$ cat src/rtl/router_output_buffer.sv
// Output-port FIFO fed by the crossbar on arbiter grants, drained by the outbound link
// through a valid/ready handshake. Status flags decode only from the registered count.
module router_output_buffer #(
    parameter int DATA_W = 64,
    parameter int DEPTH  = 2
) (
    input  logic                       clk,
    input  logic                       rst,
    input  logic                       wr_en,
    input  logic [DATA_W-1:0]          wr_data,
    output logic                       empty,
    output logic                       full,
    output logic [$clog2(DEPTH):0]     count,
    output logic                       out_valid,
    output logic [DATA_W-1:0]          out_data,
    input  logic                       out_ready,
    output logic                       err_ovf
);
    localparam int ADDR_W = $clog2(DEPTH);
    localparam int CNT_W  = ADDR_W + 1;

    logic [DATA_W-1:0] mem_q [DEPTH];
    logic [ADDR_W-1:0] wr_ptr_q, wr_ptr_d;
    logic [ADDR_W-1:0] rd_ptr_q, rd_ptr_d;
    logic [CNT_W-1:0]  count_q, count_d;
    logic              err_ovf_q, err_ovf_d;
    logic              empty_s, full_s, push_s, pop_s;

    assign empty_s = (count_q == {CNT_W{1'b0}});
    assign full_s  = (count_q == CNT_W'(DEPTH));

    // Handshake decode and next-state computation for pointers, count and overflow flag.
    always_comb begin
        pop_s     = !empty_s && out_ready;
        push_s    = wr_en && (!full_s || pop_s);
        wr_ptr_d  = wr_ptr_q;
        rd_ptr_d  = rd_ptr_q;
        count_d   = count_q;
        err_ovf_d = err_ovf_q;
        if (push_s) begin
            wr_ptr_d = wr_ptr_q + ADDR_W'(1);
        end else begin
            wr_ptr_d = wr_ptr_q;
        end
        if (pop_s) begin
            rd_ptr_d = rd_ptr_q + ADDR_W'(1);
        end else begin
            rd_ptr_d = rd_ptr_q;
        end
        case ({push_s, pop_s})
            2'b10:   count_d = count_q + CNT_W'(1);
            2'b01:   count_d = count_q - CNT_W'(1);
            default: count_d = count_q;
        endcase
        // A write is lost only when full and the link is not draining this cycle.
        if (wr_en && !push_s) begin
            err_ovf_d = 1'b1;
        end else begin
            err_ovf_d = err_ovf_q;
        end
    end

    // Control state registers with synchronous reset.
    always_ff @(posedge clk) begin
        if (rst) begin
            wr_ptr_q  <= {ADDR_W{1'b0}};
            rd_ptr_q  <= {ADDR_W{1'b0}};
            count_q   <= {CNT_W{1'b0}};
            err_ovf_q <= 1'b0;
        end else begin
            wr_ptr_q  <= wr_ptr_d;
            rd_ptr_q  <= rd_ptr_d;
            count_q   <= count_d;
            err_ovf_q <= err_ovf_d;
        end
    end

    // Storage array; contents are irrelevant after reset because count gates visibility.
    always_ff @(posedge clk) begin
        if (push_s && !rst) begin
            mem_q[wr_ptr_q] <= wr_data;
        end
    end

    assign empty     = empty_s;
    assign full      = full_s;
    assign count     = count_q;
    assign out_valid = !empty_s;
    assign out_data  = empty_s ? {DATA_W{1'b0}} : mem_q[rd_ptr_q];
    assign err_ovf   = err_ovf_q;

endmodule
$ cat config.mk
export PLATFORM = sky130hd
export DESIGN_NAME = router_output_buffer
export DESIGN_NICKNAME = d
export VERILOG_FILES = /design/src/rtl/router_output_buffer.sv
export SDC_FILE = /design/constraint.sdc
export NUM_CORES = 1
export LEC_CHECK = 0
export BUFFER_PORTS_ARGS = -buffer_cell sky130_fd_sc_hd__buf_4
export CAP_MARGIN = 40
export CORE_UTILIZATION = 36
export CTS_CLUSTER_DIAMETER = 40
export DETAILED_ROUTE_END_ITERATION = 16
export PLACE_DENSITY_LB_ADDON = 0.05
export SYNTH_ARGS = -nofsm -noshare
export SYNTH_HDL_FRONTEND = slang
export SYNTH_SLANG_ARGS = --single-unit
$ cat constraint.sdc
create_clock -name clk -period 8.6 [get_ports clk]
set_input_delay 0.86 -clock clk [delete_from_list [all_inputs] [get_ports clk]]
set_output_delay 0.86 -clock clk [all_outputs]
set_load 0.1 [all_outputs]
After elaboration in Yosys (flattened, before gate mapping):

Memories as Yosys holds them, arrays and structs flattened. A register that Yosys moved wholly into a read port is not among the register bits.
Cells that the tools add are included.

* flip-flop bits (word level): 5
* RAM bits: 128
* bits of input ports: 68
* output and inout bits: 70
* memories kept: 1

Memory list
* mem_q: words 2, bits a word 64, rd ports 1, clocked after memory_dff 1, wr ports 1, line 22 `logic [DATA_W-1:0] mem_q [DEPTH];`

* $add $sub $neg: 4
* equal/unequal tests: 3
* multiplexer cells: 6
* reductions and logical operators: 11

Operators with widths (count)
* $mux 64: 1
* $eq 2x2->1 const B: 2
* $logic_and 1x1->1: 4
* $logic_not 1->1: 4
* $mux 1: 4
* $pmux 2 s2: 1
* $add 1x1->1 const B: 2
* $add 2x1->2 const B: 1
* $eq 2x1->1 const B: 1
* $logic_not 2->1: 1
* $reduce_bool 2->1: 1
* $sub 2x1->2 const B: 1
* $logic_or 1x1->1: 1

Depth between registers and ports, before layout:

Gate-level depths: netlist of run 1.

* depth in word-level cells: 8
* mapped depth: 5
* mapped depth without buffers: 4

Worst setup path before layout of run 1:

No wires, ideal clock.

* path kind: reg2reg
* start: register count_q[0] (netlist: count[0])
* end: memory mem_q[1][0], enable pin
* library setup time: 578 ps
* data arrival time: 6040 ps
* data required time: 8022 ps
* path slack: 1982 ps
* cell stages (with the launch flop): 4
* path buffers: 0
* period minus slack after synthesis: 6618 ps
* cell sequence: dfxtp_1 -> nand2b_1 -> o21ai_1 -> nor3b_1

* word-level cells in the longest chain between the ends: 8
* elaborated cells between the ends (all ways): 10

RTL lines
* start, declared: line 25 `logic [CNT_W-1:0] count_q, count_d;`
* start signal, assigned: line 68 `count_q <= {CNT_W{1'b0}};`
* start signal, assigned: line 73 `count_q <= count_d;`
* $logic_not 2->1: line 29 `assign empty_s = (count_q == {CNT_W{1'b0}});`
* $logic_not 1->1: line 34 `pop_s = !empty_s && out_ready;`
* $logic_and 1x1->1: line 34
* $logic_or 1x1->1 (*): line 35 `push_s = wr_en && (!full_s || pop_s);`
* $logic_and 1x1->1 (*): line 35
* $logic_and 1x1->1 (*): line 80 `if (push_s && !rst) begin`
* $mux 1 (*): line 80
* $mux 1 (not written as such) (*): line 81 `mem_q[wr_ptr_q] <= wr_data;`
* end, declared: line 22

Every way passes the cells marked *; elsewhere a longest branch is shown, timed or not.

==> results of run 1 <==
==> logic make-up after synthesis <==
group / Yosys count / synth area share
buffers and inverters: 17 / 0.0242
XOR/XNOR: 2 / 0.00342
AND/OR/NAND/NOR: 78 / 0.0609
multiplexers: 66 / 0.129
flip-flops: 134 / 0.775
AO/OA/AOI/OAI: 7 / 0.00734
==> per-stage QoR <==
stage / setup WS (ns) / instance area [um2]
detailed placement: 5.93 / 6360
CTS: 5.47 / 6880
finish: 5.54 / 6880
global placement: 5.75 / 6300
floorplan: 1.98 / 5120
global route: 5.36 / 6880
==> placed cells by master, fill, tap and decap left out, drive strengths merged <==
| cell type | n |
|---|---|
| o21ai | 2 |
| o21a | 1 |
| or2 | 1 |
| inv | 2 |
| nor2b | 2 |
| mux2i | 65 |
| nor3 | 2 |
| buf | 144 |
| bufinv | 2 |
| nor3b | 1 |
| mux2 | 1 |
| edfxtp | 128 |
| nand2b | 2 |
| clkbuf | 20 |
| a21oi | 4 |
| xor2 | 2 |
| nor2 | 69 |
| dfxtp | 6 |
| clkinv | 7 |
| nand2 | 1 |
==> power by group <==
group / internal [mW] / switching (mW) / leakage, nW
Clock: 0.414 / 0.238 / 0.255
Combinational: 0.0862 / 0.274 / 1.09
Sequential: 0.744 / 0.00943 / 1.23
Total: 1.24 / 0.521 / 2.57
==> worst paths after layout <==
path,slack [ns],from,endpoint
max,5.54,flip-flop,out_data[14]
min,0.49,err_ovf,err_ovf
max reg2reg,6.74,count[0],mem_q[1][5]
min reg2reg,0.49,err_ovf,err_ovf
==> flip-flops by register name (all words and copies together), names as in the netlist, named ones only <==
register and count:
count 2, err_ovf 1, mem_q 128, rd_ptr_q 1, wr_ptr_q 1
==> worst max-delay path: stages (launching register included) <==
cell	delay [ns]
dfxtp_4	0.48
buf_4	0.41
buf_16	0.29
mux2i_1	0.11
nor2_1	0.15
buf_4	0.32
==> area by class of cell <==
cell class,count,share of cell area
Clock inverter,9,0.0127
Tap cell,180,0.0327
Timing Repair Buffer,144,0.163
Clock buffer,20,0.0634
Inverter,2,0.00109
Sequential cell,134,0.576
Multi-Input combinational cell,153,0.151
==> routing by layer <==
layer / global-route usage / vias up / wire [um]
met5: 0 / - / 0
met1: 0.173 / 1407 / 4340
met3: 0.0625 / 12 / 729
met2: 0.220 / 87 / 4740
li1: - / 1410 / -
met4: 0.0718 / 0 / 163
==> metrics.csv, run 1 <==
metric;value;unit
status;completed;
number of resized instances in the post-cts repair step;0;
clock latency of the later-clocked register in the worst-skew pair;0.42;ns
antenna-violating nets left;0;
count of H-tree levels built during CTS;4;
post-route minimum period;3.06;ns
number of distinct library cells after synthesis;22;
worst setup path category;reg2out;
count of final setup violators;0;
number of pins with negative max-slew slack in the final report;0;
overall via count from detail_route;2916;
cts-stage hold buffer count;0;
routability congestion estimate from global placement;0.642;
TritonCTS Buffers;17;
area of the multi-input gates;1040;um2
worst path required time;7.74;ns
FP Rows;43;
worst hold slack;0.486;ns
Die Footprint;14700;um2
number of sinks handled by clock tree synthesis;134;
setup repair after global routing missed its margin;false;
Bufs on Longest Clock Path;2;
Synth area leaders;edfxtp_1 75%, mux2i_1 13%, nor2_1 5.1%, dfxtp_1 2.3%, buf_6 1.3%;
count of final hold-check violations;0;
sequential cell area fraction in the yosys report;0.775;
via/cell ratio;4.54;
Layout Cells excl Fill;642;
Final Util;0.496;
Pwr Total;1.77;mW
CTS tree;yes;
ratio of cells with drive above 1 in the final layout;0.364;
fin nets;520;
highest ir drop seen on vdd;0.000134;V
WL final;9970;um
final worst path period share;0.356;
post-CTS setup buffer count;0;
Synth async-reset ratio;0;
vias in the first global route;2927;
fmax;327;MHz
number of flops mapped to enable cells by yosys;128;
top cell type's share of synthesized area;0.751;
width of the die;121;um
area of the core;13900;um2
wire per inst;15.5;um
clock-pin slew on the worst setup and hold paths;0.05;ns
Slew @ Worst Pin;0.742;ns
number of cells on the worst reg-to-reg path;5;
Total GRT Usage;0.144;
drc violations;0;
Maximum Capacitance Violations;0;
first-pass GRT wire length;15100;um
average instance area after synthesis;16.8;um2
worst min-delay path category;reg2reg;
largest area contributor in the synthesized netlist;edfxtp_1;
Clock Skews;0.00607;ns
number of antenna repair diodes;0;
power per standard cell area;256;nW/um2
top cell types by occurrence after synthesis;128 x edfxtp_1, 69 x nor2_1, 65 x mux2i_1;
Filler cells;1218;
Worst slew margin;0.505;
Post-Syn Area;5120;um2
gr ovfl total;0;
kind of end point of the critical path;primary output;
Port Buf Inserts;137;
total I/O pin count;138;
hold-critical path depth;2;
initial antenna violation count;0;
number of search-and-repair iterations in the first detailed-routing pass;4;
Arrival @ worst endpoint;2.20;ns
type of element launching the critical path;flip-flop;
storage element area;3970;um2
placed wire-length estimate;6190;um
crit path max fanout;33;
number of synthesized register bits;134;
cell leakage power;2.57;nW
Fin Setup TNS;0;ns
initial drt markers;141;
signed area change from the synthesized netlist to the final layout;34.6;%
synthesized netlist net count;372;
Starting Density;0.369;
Synth Instances;304;
most used standard cell by instance count after synthesis;edfxtp_1;
Yosys warnings;0;
Inst Count DP;613;
Main synth FF type;edfxtp_1;
floorplan die height;121;um
pin count of the biggest net entering global routing;66;
CTS root buffer;clkbuf_16;
No activity file was read; power rests on OpenSTA's default activity.
==> inputs of run 2 (changes only) <==
==> constraint.sdc (replaced) <==
create_clock -name clk -period 2.8 [get_ports clk]
set_input_delay 0.28 -clock clk [delete_from_list [all_inputs] [get_ports clk]]
set_output_delay 0.28 -clock clk [all_outputs]
set_load 0.1 [all_outputs]
==> metrics.csv, run 2 (synthesis gave the netlist of run 1 again) <==
metric;value;unit
first-pass GRT wire length;15000;um
overall via count from detail_route;2901;
placed wire-length estimate;6180;um
post-CTS setup buffer count;0;
Switching Share;0.317;
ratio of cells with drive above 1 in the final layout;0.531;
crit path max fanout;56;
worst hold slack;0.0526;ns
clock-pin slew on the worst setup and hold paths;0.06;ns
status;completed;
vias in the first global route;2909;
antenna-violating nets left;0;
commonest non-fill, non-tap cells in the layout;142 x buf_4, 128 x edfxtp_1, 65 x mux2i_1;
area of all placed cells without fillers;7110;um2
count of final hold-check violations;0;
gr ovfl total;0;
storage element area;3970;um2
worst min-delay path category;in2reg;
Bufs on Longest Clock Path;2;
number of antenna repair diodes;0;
count of final setup violators;0;
wire per inst;15.2;um
combinational share of power;0.216;
number of cells on the worst reg-to-reg path;4;
Critical-path top delay cell;buf_12;
area after detailed placement;6590;um2
switching power total;1.71;mW
Port Buf Inserts;137;
worst path required time;2.52;ns
sequential share of power;0.430;
share of total power in the clock network;0.354;
total I/O pin count;138;
internal cell power;3.68;mW
Final Util;0.512;
worst setup path endpoint;out_data[10];
count of H-tree levels built during CTS;4;
register containing the most flip-flops in the final layout;mem_q;
leading cell type in the layout, fill and taps excluded;buf_4;
delay of the slowest cell on the worst path;0.38;ns
initial drt markers;137;
Die Footprint;14700;um2
kind of end point of the critical path;primary output;
final worst path period share;0.848;
Arrival @ worst endpoint;2.10;ns
CTS tree;yes;
number of sinks handled by clock tree synthesis;134;
floorplan die height;121;um
area of the multi-input gates;1270;um2
number of search-and-repair iterations in the first detailed-routing pass;4;
Top Family by Delay on Critical Path;buffers and inverters;
Worst slew margin;0.653;
type of element launching the critical path;flip-flop;
Starting Density;0.369;
max reg flops;128;
worst reg-to-reg setup slack;1.13;ns
highest ir drop seen on vdd;0.000402;V
Filler cells;1229;
WL final;9800;um
number of pins with negative max-slew slack in the final report;0;
drc violations;0;
CTS root buffer;clkbuf_16;
Worst Setup SP;count[1];
RR Startpoint;count[0];
area of the core;13900;um2
number of resized instances in the post-cts repair step;0;
TritonCTS Buffers;17;
pin count of the biggest net entering global routing;57;
setup repair after global routing missed its margin;false;
Total GRT Usage;0.142;
initial antenna violation count;0;
count of buffering cells on the critical path with inverters included;3;
width of the die;121;um
clock latency of the later-clocked register in the worst-skew pair;0.41;ns
endpoint of the worst-slack reg-to-reg timing path;mem_q[1][20];
critical-path cell list;or2_2 > inv_4 > buf_12 > nor2_2 > buf_4;
fin nets;520;
signed area change from the synthesized netlist to the final layout;38.9;%
power per standard cell area;759;nW/um2
cell leakage power;2.56;nW
fmax;421;MHz
routability congestion estimate from global placement;0.672;
Clock Skews;0.00716;ns
cts-stage hold buffer count;0;
Slew @ Worst Pin;0.521;ns
via/cell ratio;4.50;
Worst path depth;5;
worst setup path category;reg2out;
worst hold start;wr_data[41];
Maximum Capacitance Violations;0;
FP Rows;43;
post-route minimum period;2.38;ns
## run 2: area by class of cell
| cell class | count | share of cell area |
|---|---|---|
| inverter | 2 | 0.00141 |
| clock inverter | 15 | 0.0129 |
| tap | 180 | 0.0317 |
| multi-input combinational | 153 | 0.179 |
| timing repair buffer | 144 | 0.156 |
| sequential | 134 | 0.559 |
| clock buffer | 17 | 0.0599 |
## run 2: worst min-delay path by stage
stage | endpoint | cells past startpoint | slack, ns
2_1_floorplan | mem_q[0][0] | 0 | 0.38
3_3_place_gp | err_ovf | 2 | 0.46
3_5_place_dp | err_ovf | 2 | 0.47
4_1_cts | mem_q[0][63] | 1 | 0.03
5_1_grt | mem_q[1][29] | 1 | 0.03
6_report | mem_q[1][41] | 1 | 0.05
## run 2: through the flow
step | power, mW | setup TNS (ns) | worst slack (ns) | instances
after floorplan | 3.28 | -9.28 | -0.145 | 304
after global placement | 3.54 | 0 | 0.861 | 613
after detailed placement | 3.54 | 0 | 0.839 | 613
after CTS | 5.46 | 0 | 0.385 | 645
after global routing | 5.59 | 0 | 0.333 | 645
final | 5.39 | 0 | 0.425 | 645
## run 2: power by group through the flow
stage | registers [mW] | logic [mW] | clock network [mW]
4_1_cts | 2.32 | 1.18 | 1.96
5_1_grt | 2.33 | 1.22 | 2.05
6_report | 2.32 | 1.17 | 1.91
3_5_place_dp | 2.36 | 1.18 | 0
2_1_floorplan | 2.36 | 0.921 | 0
3_3_place_gp | 2.36 | 1.18 | 0
## run 2: per-layer routing
metal,routed length (um),vias to the layer above,GRT usage
met5,0,-,0
li1,-,1418,-
met1,4010,1387,0.169
met4,179,0,0.0787
met2,4960,83,0.224
met3,643,13,0.0503
==> inputs of run 3 (changes only) <==
==> constraint.sdc (replaced) <==
create_clock -name clk -period 2 [get_ports clk]
set_input_delay 0.2 -clock clk [delete_from_list [all_inputs] [get_ports clk]]
set_output_delay 0.2 -clock clk [all_outputs]
set_load 0.1 [all_outputs]
==> metrics.csv, run 3 (synthesis gave the netlist of run 1 again) <==
metric;value;unit
status;completed;
worst path required time;1.80;ns
initial drt markers;79;
initial antenna violation count;0;
Maximum Capacitance Violations;0;
count of final hold-check violations;0;
delay of the slowest cell on the worst path;0.36;ns
Pwr Total;8.08;mW
drc violations;0;
routability congestion estimate from global placement;0.682;
ratio of cells with drive above 1 in the final layout;0.471;
post-route minimum period;1.97;ns
Slew @ Worst Pin;0.307;ns
Final Util;0.598;
signed area change from the synthesized netlist to the final layout;62.3;%
Filler cells;1097;
fin nets;594;
Critical-path top delay cell;dfxtp_4;
floorplan die height;121;um
gr ovfl total;0;
count of final setup violators;0;
number of sinks handled by clock tree synthesis;134;
Layout Cells excl Fill;719;
Port Buf Inserts;137;
WL final;10600;um
cell leakage power;3.01;nW
TritonCTS Buffers;17;
Starting Density;0.369;
highest ir drop seen on vdd;0.000575;V
Die Footprint;14700;um2
max reg flops;128;
number of search-and-repair iterations in the first detailed-routing pass;4;
crit path max fanout;17;
Clock Skews;0.00424;ns
Worst slew margin;0.790;
pin count of the biggest net entering global routing;36;
via/cell ratio;4.47;
final worst path period share;0.983;
count of buffering cells on the critical path with inverters included;3;
vias in the first global route;3375;
overall via count from detail_route;3213;
Arrival @ worst endpoint;1.77;ns
Inst Count DP;619;
total I/O pin count;138;
critical-path cell list;or2_4 > inv_16 > buf_16 > nor2_4 > buf_4;
FP Rows;43;
commonest non-fill, non-tap cells in the layout;139 x buf_4, 128 x edfxtp_1, 64 x nor2_4, 64 x dlygate4sd3_1, 63 x mux2i_1;
type of element launching the critical path;flip-flop;
worst setup path category;reg2out;
area of the core;13900;um2
Total GRT Usage;0.155;
kind of end point of the critical path;primary output;
antenna-violating nets left;0;
register containing the most flip-flops in the final layout;mem_q;
wire per inst;14.7;um
placed wire-length estimate;6630;um
clock-pin slew on the worst setup and hold paths;0.05;ns
first-pass GRT wire length;16600;um
leading cell type in the layout, fill and taps excluded;buf_4;
clock latency of the later-clocked register in the worst-skew pair;0.41;ns
Top Family by Delay on Critical Path;buffers and inverters;
Bufs on Longest Clock Path;2;
fmax;509;MHz
power per standard cell area;973;nW/um2
width of the die;121;um
worst reg-to-reg setup slack;0.47;ns
setup repair after global routing missed its margin;true;
CTS root buffer;clkbuf_16;
CTS tree;yes;
count of H-tree levels built during CTS;4;
worst min-delay path category;in2reg;
number of pins with negative max-slew slack in the final report;0;
number of antenna repair diodes;0;
-- run 3: path summary, 6_finish.rpt --
| kind | from | endpoint | depth (start not counted) |
|---|---|---|---|
| worst max-delay path | count[0] | out_data[27] | 5 |
| worst min-delay path | rst | flip-flop | 2 |
| worst max register to register | count[0] | mem_q[1][17] | 4 |
| worst min register to register | err_ovf | err_ovf | 2 |
-- run 3: cell type report --
cell class	instances	area [um2]	share of cell area
inverters	2	23.8	0.00286
clock inverters	13	114	0.0137
flip-flops and latches	134	3980	0.479
multi-input cells	153	1560	0.188
well taps	180	225	0.0271
repair buffers	218	1970	0.238
clock buffers	19	433	0.0521
-- run 3: timing repair --
action	4_1_cts	5_1_grt
buffers inserted	3	0
hold buffers	64	0
resized for setup	8	4
pin swaps	0	0
endpoints found under the setup margin	60	28
endpoints found under the hold margin	128	0
cloned	0	1
-- run 3: where the power goes --
group          total [mW]  switching, mW  internal, mW
Clock                2.86           1.06          1.80
Combinational        1.98           1.38         0.601
Sequential           3.23         0.0355          3.20
-- run 3: metrics by stage --
stage | setup TNS (ns) | area, um2 | worst slack, ns | hold slack [ns]
6_report | 0 | 8300 | 0.0345 | 0.0533
5_1_grt | -0.383 | 8300 | -0.0240 | 0.0515
4_1_cts | 0 | 8260 | 0.0137 | 0.0390
3_5_place_dp | 0 | 7020 | 0.303 | 0.388
3_3_place_gp | 0 | 7020 | 0.323 | 0.384
2_1_floorplan | -112.17 | 5710 | -0.943 | 0.299
-- run 3: layer usage --
| layer | global-route usage | vias to the layer above | share of wire |
|---|---|---|---|
| met1 | 0.181 | 1543 | 0.43 |
| met5 | 0 | - | 0 |
| met4 | 0.0579 | 0 | 0.013 |
| met2 | 0.259 | 91 | 0.50 |
| li1 | - | 1569 | - |
| met3 | 0.0564 | 10 | 0.058 |
